## config.mk

```make
export PLATFORM = sky130hd
export DESIGN_NAME = huff_encoder_param
export DESIGN_NICKNAME = d
export VERILOG_FILES = /design/src/rtl/huff_pkg.sv /design/src/rtl/huff_encoder_param_min2.sv /design/src/rtl/huff_encoder_param.sv
export SDC_FILE = /design/constraint.sdc
export NUM_CORES = 1
export LEC_CHECK = 0
export ABC_AREA = 1
export BUFFER_PORTS_ARGS = -buffer_cell sky130_fd_sc_hd__buf_4
export CAP_MARGIN = 25
export CORE_ASPECT_RATIO = 0.75
export CORE_MARGIN = 2
export CORE_UTILIZATION = 39
export CTS_CLUSTER_DIAMETER = 120
export DETAILED_ROUTE_END_ITERATION = 10
export PLACE_DENSITY = 0.54
export SKIP_CTS_REPAIR_TIMING = 1
export SYNTH_ARGS = -nofsm -noshare
export SYNTH_HDL_FRONTEND = slang
export SYNTH_SLANG_ARGS = --single-unit
export TNS_END_PERCENT = 1
```

## constraint.sdc

```tcl
create_clock -name clk -period 14.3 [get_ports clk]
set_input_delay 1.43 -clock clk [delete_from_list [all_inputs] [get_ports clk]]
set_output_delay 1.43 -clock clk [all_outputs]
set_load 0.05 [all_outputs]
```

## src/rtl/huff_pkg.sv

```systemverilog
// Shared types and width helpers for the parametrised Huffman encoder.
// The WGT_W/LEN_W constants describe the default three-symbol, 3-bit-frequency build.
package huff_pkg;

    typedef enum logic [1:0] {
        LOAD   = 2'd0,
        MERGE  = 2'd1,
        OUTPUT = 2'd2
    } state_t;

    function automatic int idx_w(input int n);
        return (n < 2) ? 1 : $clog2(n);
    endfunction

    function automatic int len_w(input int n);
        return $clog2(n) + 1;
    endfunction

    // Wide enough that the sum of all n frequencies never overflows.
    function automatic int wgt_w(input int fw, input int n);
        return fw + $clog2(n);
    endfunction

    localparam int WGT_W = wgt_w(3, 3);
    localparam int LEN_W = len_w(3);

endpackage

```

## src/rtl/huff_encoder_param_min2.sv

```systemverilog
// Combinational search for the two lightest active nodes; ties resolve to the lowest index.
module huff_min2 #(
    parameter int NUM_SYM = 3,
    parameter int WGT_W   = huff_pkg::WGT_W
) (
    input  logic [WGT_W-1:0]           wgt [NUM_SYM],
    input  logic [NUM_SYM-1:0]         act,
    output logic [$clog2(NUM_SYM)-1:0] m1,
    output logic [$clog2(NUM_SYM)-1:0] m2,
    output logic                       valid
);
    localparam int IW = $clog2(NUM_SYM);

    logic             f1, f2;
    logic [WGT_W-1:0] b1, b2;

    always_comb begin
        f1 = 1'b0;
        f2 = 1'b0;
        b1 = '0;
        b2 = '0;
        m1 = '0;
        m2 = '0;
        // Strict less-than keeps the first (lowest) index among equal weights.
        for (int i = 0; i < NUM_SYM; i++) begin
            if (act[i] && (!f1 || wgt[i] < b1)) begin
                f1 = 1'b1;
                b1 = wgt[i];
                m1 = IW'(i);
            end
        end
        for (int i = 0; i < NUM_SYM; i++) begin
            if (act[i] && IW'(i) != m1 && (!f2 || wgt[i] < b2)) begin
                f2 = 1'b1;
                b2 = wgt[i];
                m2 = IW'(i);
            end
        end
        valid = f1 && f2;
    end

endmodule

```

## src/rtl/huff_encoder_param.sv

```systemverilog
// Huffman code builder: load NUM_SYM pairs, merge two minima per cycle, stream codes in load order.
// Optional HUFF_ZERO_SKIP_EN excludes zero-frequency symbols from the tree.
module huff_encoder_param
    import huff_pkg::*;
#(
    parameter int NUM_SYM = 3,
    parameter int FREQ_W  = 3,
    parameter int SYM_W   = 8
) (
    input  logic                     clk,
    input  logic                     reset,
    // Both ports: a transfer happens on a rising edge where valid && ready;
    // valid must hold its data until that edge.
    input  logic                     in_valid,
    output logic                     in_ready,
    input  logic [SYM_W-1:0]         in_sym,
    input  logic [FREQ_W-1:0]        in_freq,
    output logic                     out_valid,
    input  logic                     out_ready,
    output logic [SYM_W-1:0]         out_sym,
    output logic [NUM_SYM-2:0]       out_code,
    output logic [$clog2(NUM_SYM):0] out_len,
    output logic                     done,
    output logic [1:0]               dbg_state
);
    localparam int WW = wgt_w(FREQ_W, NUM_SYM);
    localparam int LW = len_w(NUM_SYM);
    localparam int IW = idx_w(NUM_SYM);
    localparam int CW = NUM_SYM - 1;

    state_t           state;
    logic [IW-1:0]    cnt;  // load index, merge count or output index, by state
    logic [SYM_W-1:0] sym_r   [NUM_SYM];
    logic [WW-1:0]    wgt     [NUM_SYM];
    logic [WW-1:0]    wgt_nx  [NUM_SYM];
    logic [IW-1:0]    grp     [NUM_SYM];
    logic [IW-1:0]    grp_nx  [NUM_SYM];
    logic [CW-1:0]    code    [NUM_SYM];
    logic [CW-1:0]    code_nx [NUM_SYM];
    logic [LW-1:0]    len     [NUM_SYM];
    logic [LW-1:0]    len_nx  [NUM_SYM];
    logic [NUM_SYM-1:0] act, act_nx;
    logic [IW-1:0]    m1, m2, sel;
    logic [LW-1:0]    sel_len;
    logic             pair_ok;

    assign dbg_state = state;

    huff_min2 #(.NUM_SYM(NUM_SYM), .WGT_W(WW)) u_min2 (
        .wgt   (wgt),
        .act   (act),
        .m1    (m1),
        .m2    (m2),
        .valid (pair_ok)
    );

    // Codes grow from the leaf upward, so each merge writes the next-higher bit.
    always_comb begin
        wgt_nx  = wgt;
        grp_nx  = grp;
        act_nx  = act;
        code_nx = code;
        len_nx  = len;
        if (state == MERGE && pair_ok) begin
            for (int s = 0; s < NUM_SYM; s++) begin
                if (grp[s] == m1) begin
                    len_nx[s] = len[s] + LW'(1);
                end else if (grp[s] == m2) begin
                    code_nx[s] = code[s] | (CW'(1) << len[s]);
                    len_nx[s]  = len[s] + LW'(1);
                    grp_nx[s]  = m1;
                end
            end
            wgt_nx[m1] = wgt[m1] + wgt[m2];
            act_nx[m2] = 1'b0;
        end
    end

    always_comb begin
        sel = '0;
        if (state == OUTPUT && cnt != IW'(NUM_SYM-1))
            sel = cnt + IW'(1);
        sel_len = len_nx[sel];
`ifdef HUFF_ZERO_SKIP_EN
        // A lone live symbol never merges; it still needs a one-bit code.
        if (len_nx[sel] == '0 && wgt[sel] != '0)
            sel_len = LW'(1);
`endif
    end

    always_ff @(posedge clk) begin
        if (reset) begin
            state     <= LOAD;
            cnt       <= '0;
            in_ready  <= 1'b1;
            out_valid <= 1'b0;
            done      <= 1'b0;
            out_sym   <= '0;
            out_code  <= '0;
            out_len   <= '0;
            act       <= '0;
            for (int s = 0; s < NUM_SYM; s++) begin
                sym_r[s] <= '0;
                wgt[s]   <= '0;
                grp[s]   <= '0;
                code[s]  <= '0;
                len[s]   <= '0;
            end
        end else begin
            done <= 1'b0;
            case (state)
                LOAD: begin
                    if (in_valid && in_ready) begin
                        sym_r[cnt] <= in_sym;
                        wgt[cnt]   <= WW'(in_freq);
                        grp[cnt]   <= cnt;
                        code[cnt]  <= '0;
                        len[cnt]   <= '0;
`ifdef HUFF_ZERO_SKIP_EN
                        act[cnt]   <= (in_freq != '0);
`else
                        act[cnt]   <= 1'b1;
`endif
                        if (cnt == IW'(NUM_SYM-1)) begin
                            state    <= MERGE;
                            cnt      <= '0;
                            in_ready <= 1'b0;
                        end else begin
                            cnt <= cnt + IW'(1);
                        end
                    end
                end
                MERGE: begin
                    wgt  <= wgt_nx;
                    grp  <= grp_nx;
                    act  <= act_nx;
                    code <= code_nx;
                    len  <= len_nx;
                    if (cnt == IW'(NUM_SYM-2)) begin
                        state     <= OUTPUT;
                        cnt       <= '0;
                        out_valid <= 1'b1;
                        out_sym   <= sym_r[sel];
                        out_code  <= code_nx[sel];
                        out_len   <= sel_len;
                    end else begin
                        cnt <= cnt + IW'(1);
                    end
                end
                OUTPUT: begin
                    if (out_valid && out_ready) begin
                        if (cnt == IW'(NUM_SYM-1)) begin
                            state     <= LOAD;
                            cnt       <= '0;
                            out_valid <= 1'b0;
                            done      <= 1'b1;
                            in_ready  <= 1'b1;
                        end else begin
                            cnt      <= sel;
                            out_sym  <= sym_r[sel];
                            out_code <= code_nx[sel];
                            out_len  <= sel_len;
                        end
                    end
                end
                default: state <= LOAD;
            endcase
        end
    end

endmodule
```

==> impl_metrics.ini, run 1 <==
[timing]
period_needed_ps = 7660
rsz0062_at_grt = false
max_slew_margin_pct = 37.8
fin_setup_tns_ps = 0
tightest_slew_ps = 930
clock_skew_ps = 9.15
fmax_mhz = 131
period_share_pct = 53.5
finalMaxSlewViolations = 0
setup_viol = 0
hold_viol = 0

[hold_path]
hold_path.class = reg2reg

[synthesis]
async_flop_share_pct = 0
synth-edff-count = 32
syn_area_sq_mm = 0.00558
ys.flop_type = dfxtp_1
synth_cells = 750
synthMostInstantiatedCell = nand2_1
synth.net_count = 797
netlist_top_cells_area = dfxtp_1, edfxtp_1, nand2_1
synth.avg_cell_area_sq_um = 7.43
synth_top_area_cell = dfxtp_1
synth.distinct_cells = 42
yosysSeqAreaShare_pct = 38.4
synth_top_area_share_pct = 21.2
yosys_warnings = 0
ys_seq_elements = 91
synthTopCellsByCount = nand2_1, inv_1, o21ai_0

[worst_setup_path]
startpoint_type = flip-flop
arrival_ps = 7950
cp.required_ps = 14600
critPathCaptureType = flip-flop
cpMostUsedCell = nand2_1
path_class = reg2reg
critPathMaxFanout = 15
max_stage_delay_ps = 510
cpMaxStageDelayCell = dfxtp_1

[global_route]
grt_pass1_vias = 4836
grt_first_pass_wirelength_um = 26300
grt-ovfl-total = 0
antenna_found_initial = 0
grt_start_max_net_pins = 39
grtUsageTotal_pct = 22.6

[power_and_ir_drop]
irDropWorstVdd_uv = 96.4
p_per_area_mw_per_mm2 = 205
leakage_nw = 2.73

[placement]
gp_congestion = 0.977
place_hpwl_um = 12500
io_buffer_count = 32

[job]
drv_cap = 0

[route]
post_drt_wl_per_cell_um = 17.1
viasPerCell = 5.42
dr.pass1.iters = 6
wirelength_um = 16300
detail-route-antenna-nets = 0
first_iter_violations = 452
vias = 5168
drc = 0

[final_layout]
nets = 820
finalCoreUtilization_pct = 45.4
drive_above_1_share_pct = 12.0
diodes = 0
area_delta_synth_final_pct = 12.7

[run_status]
outcome = finished, final reports clean

[floorplan]
core_area_sq_mm = 0.0138
dieArea_sq_mm = 0.0153
die_x_um = 142
initial_core_util_pct = 40.3
num_rows = 37
die_h_um = 108
io_pins = 33

[clock_tree]
path_clk_slew_ps = 70
ctsHtreeMaxLevel = 3
clockBufferDepth = 2
clock-sinks = 91
clk_latency_ps = 360
cts_tree = done
cts_made_buffers = 9
cts_root_buf = clkbuf_16
[registers in the layout, indices dropped and copies added (netlist names), 3 cells and up]
signal and cells:
act 3, out_sym 8, grp 6, sym_r 32, out_len 3, code 6, len 9, wgt 15
[path summary, 6_finish.rpt]
kind | startpoint | end | slack, ps | cells past startpoint
worst max-delay path | act[0]$_SDFFE_PP0P_ | wgt[9]$_SDFFE_PP0P_ | 6640 | 50
worst min register to register | code[5]$_SDFFE_PP0P_ | code[5]$_SDFFE_PP0P_ | 480 | 2
worst min-delay path | code[5]$_SDFFE_PP0P_ | code[5]$_SDFFE_PP0P_ | 480 | 2
worst max register to register | act[0]$_SDFFE_PP0P_ | wgt[9]$_SDFFE_PP0P_ | 6640 | 50
[stage by stage]
step	std cells	hold WS (ps)	cell area, sq um	setup slack (ps)	power (mW)
2_1_floorplan	750	446	5580	7470	0.839
3_5_place_dp	937	472	5950	6730	1.02
3_3_place_gp	937	455	5950	6980	1.02
5_1_grt	953	497	6280	5830	1.38
6_report	953	482	6280	6640	1.29
4_1_cts	953	480	6280	6700	1.29
[power by group]
part	switching [mW]	internal [mW]
Sequential	0.0512	0.327
Combinational	0.454	0.190
Clock	0.112	0.156
Total	0.617	0.674
[per-layer routing]
layer  global-route usage [%]  up-vias  wire [um]
li1                         -     2576          -
met1                     36.5     2413       8890
met2                     29.2      167       6090
met3                     5.34       12       1180
met4                     5.14        0        155
met5                        0        -          0
[worst max-delay path: cells and delay by family, from the launching register on]
family / cells / cell delay (ps)
AOI/OAI and AO/OA: 10 / 1540
xor gates and xnor gates: 2 / 380
adders and majority gates: 6 / 1820
buffers and inverters: 6 / 820
DFF: 1 / 510
and+or+nand+nor: 26 / 2470
[layout by cell type, fill, tap and decap left out, types with 3 or more instances in the layout]
cell type / count
nand2_2: 12
nand2_4: 9
o22ai_1: 9
o21a_1: 8
inv_6: 3
nand2_1: 130
nor2_1: 84
nand4_1: 5
a21oi_1: 43
a21oi_2: 4
buf_4: 34
inv_2: 9
nand3_1: 45
inv_1: 92
a221oi_1: 3
a211oi_1: 5
o21ai_0: 91
xnor2_1: 3
edfxtp_1: 32
dfxtp_1: 59
o211ai_1: 10
a22oi_1: 3
clkbuf_16: 9
nor3_1: 5
ha_1: 31
o21ai_1: 3
a31oi_1: 14
[area by class of cell]
class / count / area [sq um]
clock inverters: 7 / 103
clock buffers: 9 / 225
multi-input cells: 534 / 2950
fillers: 1399 / 7560
repair buffers: 34 / 255
flip-flops and latches: 91 / 2140
well taps: 175 / 219
inverters: 103 / 387
[cell families after synthesis]
group	Yosys count	share of synthesized area, %
adders and majority gates	32	7.32
xor gates and xnor gates	4	0.628
AOI/OAI and AO/OA	196	20.0
and+or+nand+nor	302	25.0
DFF	91	38.4
buffers and inverters	125	8.64
No activity file was read; power rests on OpenSTA's default activity.
==> run 2: changes to the inputs <==
ABC_AREA = 0   (was 1)
PLACE_DENSITY = 0.56   (was 0.54)
clock period = 6.2 ns   (was 14.3 ns; I/O delays follow)
==> run 2 against run 1 <==
The run now ends with negative setup slack left. Synthesized cell count shrank 9.3%. Utilization grew 4.2 points. Worst setup slack lost 7600 ps. Design area grew 15%. Fmax grew 7.4%. Critical endpoint unchanged. Largest cell class unchanged. Largest power group unchanged.
==> impl_metrics.ini, run 2 <==
[timing]
finalMaxSlewViolations = 0
hold_ws_ps = 459
fin_setup_tns_ps = -27410
hold_viol = 0
fmax_mhz = 140
period_needed_ps = 7130
rsz0062_at_grt = true
tightest_slew_ps = 921
clock_skew_ps = 10.2
period_share_pct = 115
max_slew_margin_pct = 38.5
setup_viol = 42
setup_ws_ps = -925

[clock_tree]
path_clk_slew_ps = 70
cts_made_buffers = 9
cts_root_buf = clkbuf_16
clock-sinks = 91
ctsHtreeMaxLevel = 3
clk_latency_ps = 360
clockBufferDepth = 2
cts_tree = done

[global_route]
antenna_found_initial = 0
grt-ovfl-total = 0
grt_pass1_vias = 5437
grtUsageTotal_pct = 24.3
grt_first_pass_wirelength_um = 30300
grt_start_max_net_pins = 56

[synthesis]
async_flop_share_pct = 0
netlist_top_cells_area = dfxtp_1, edfxtp_1, ha_1
synth.distinct_cells = 73
synth_top_area_cell = dfxtp_1
synthTopCellsByCount = nor2_1, a21oi_1, nand2_1
ys_seq_elements = 91
synth.avg_cell_area_sq_um = 8.57
synthMostInstantiatedCell = nor2_1
yosys_warnings = 0
yosysSeqAreaShare_pct = 36.8
ys.flop_type = dfxtp_1
synth_cells = 680
syn_area_sq_mm = 0.00582
synth-edff-count = 32
synth_top_area_share_pct = 20.3
synth.net_count = 727

[route]
vias = 5794
drc = 0
first_iter_violations = 748
post_drt_wl_per_cell_um = 19.8
detail-route-antenna-nets = 0
viasPerCell = 5.99
dr.pass1.iters = 9
wirelength_um = 19200

[floorplan]
initial_core_util_pct = 40.0
io_pins = 33
dieArea_sq_mm = 0.0159
core_area_sq_mm = 0.0145
die_h_um = 110
die_x_um = 145
num_rows = 38

[placement]
gp_congestion = 0.938
place_inst = 950
io_buffer_count = 32
dp_slack_ps = -1050
place_hpwl_um = 13900

[hold_path]
hold_path.class = in2reg

[job]
drv_cap = 0

[final_layout]
nets = 808
final_cell_count_no_fill = 967
area_delta_synth_final_pct = 24.0
final_common_cell = buf_4
drive_above_1_share_pct = 22.2
final_cell_mix = buf_4, nor2_1, nand2_1, a21oi_1, dfxtp_1
largest_register_ffs = 32
top_register = sym_r
finalCoreUtilization_pct = 49.6
biggestRegsByFlops = sym_r: 32 flops, wgt: 15 flops, len: 9 flops

[worst_setup_path]
crit_family = compound AO/OA/AOI/OAI gates
cpMaxStageDelayCell = dfxtp_4
arrival_ps = 7350
critPathMaxFanout = 7
path_class = reg2reg
max_stage_delay_ps = 400
crit_buf_inv = 2
startpoint_type = flip-flop
critPathCaptureType = flip-flop
cpMostUsedCell = a21o_1
cp.required_ps = 6420

[power_and_ir_drop]
leakage_nw = 2.90
p_per_area_mw_per_mm2 = 407
irDropWorstVdd_uv = 317

[run_status]
violations = negative setup slack
outcome = finished with violations
==> run 2: cell count changes after synthesis, sizes merged, moves of 13 or more <==
cell	previous run	this run
o21ai	95	34
inv	101	15
nor3	5	19
and3	2	28
mux2i	0	17
nor2b	0	19
nor2	87	74
nand3	48	23
a21oi	47	62
nand2	153	63
==> run 2: logic make-up after synthesis <==
kind of cell | count (synthesis) | share of synthesized area, %
xor+xnor | 7 | 1.05
compound gates | 220 | 26.6
simple gates | 258 | 21.5
flops | 91 | 36.8
fa+ha+maj | 32 | 7.00
buf+inv | 51 | 3.37
mux | 21 | 3.69
==> run 2: cell type report <==
class                   instances  area (sq um)
well taps                     200           250
fillers                      1419          7330
clock inverters                 7          80.1
inverters                      16          60.1
flip-flops and latches         91          2150
clock buffers                   9           225
repair buffers                105           800
multi-input cells             538          3660
diodes                          1          2.50
==> run 2: where the power goes <==
part / internal [mW] / switching (mW) / total [mW]
Combinational: 0.543 / 1.00 / 1.54
Sequential: 0.720 / 0.0972 / 0.818
Clock: 0.319 / 0.260 / 0.579
==> run 2: per-layer routing <==
layer / global-route usage [%] / vias to the layer above / part of all wire [%]
met1: 36.6 / 2782 / 49
li1: - / 2730 / -
met4: 4.69 / 0 / 0.94
met2: 36.0 / 255 / 42
met3: 4.98 / 27 / 8.4
met5: 0 / - / 0
==> run 2: final timing paths <==
check	start	endpoint	slack (ps)	cells past startpoint
setup / recovery	act[0]$_SDFFE_PP0P_	wgt[9]$_SDFFE_PP0P_	-930	38
hold / removal	in_sym[3]	sym_r[3][3]$_DFFE_PP_	460	1
setup reg to reg	act[0]$_SDFFE_PP0P_	wgt[9]$_SDFFE_PP0P_	-930	38
hold reg to reg	code[0]$_SDFFE_PP0P_	code[0]$_SDFFE_PP0P_	460	2
==> run 2: stage by stage <==
step	instance area [sq um]	power, mW
floorplan	5950	1.78
global placement	6810	2.28
detailed placement	6820	2.30
CTS	7120	2.89
global route	7220	3.11
finish	7220	2.94
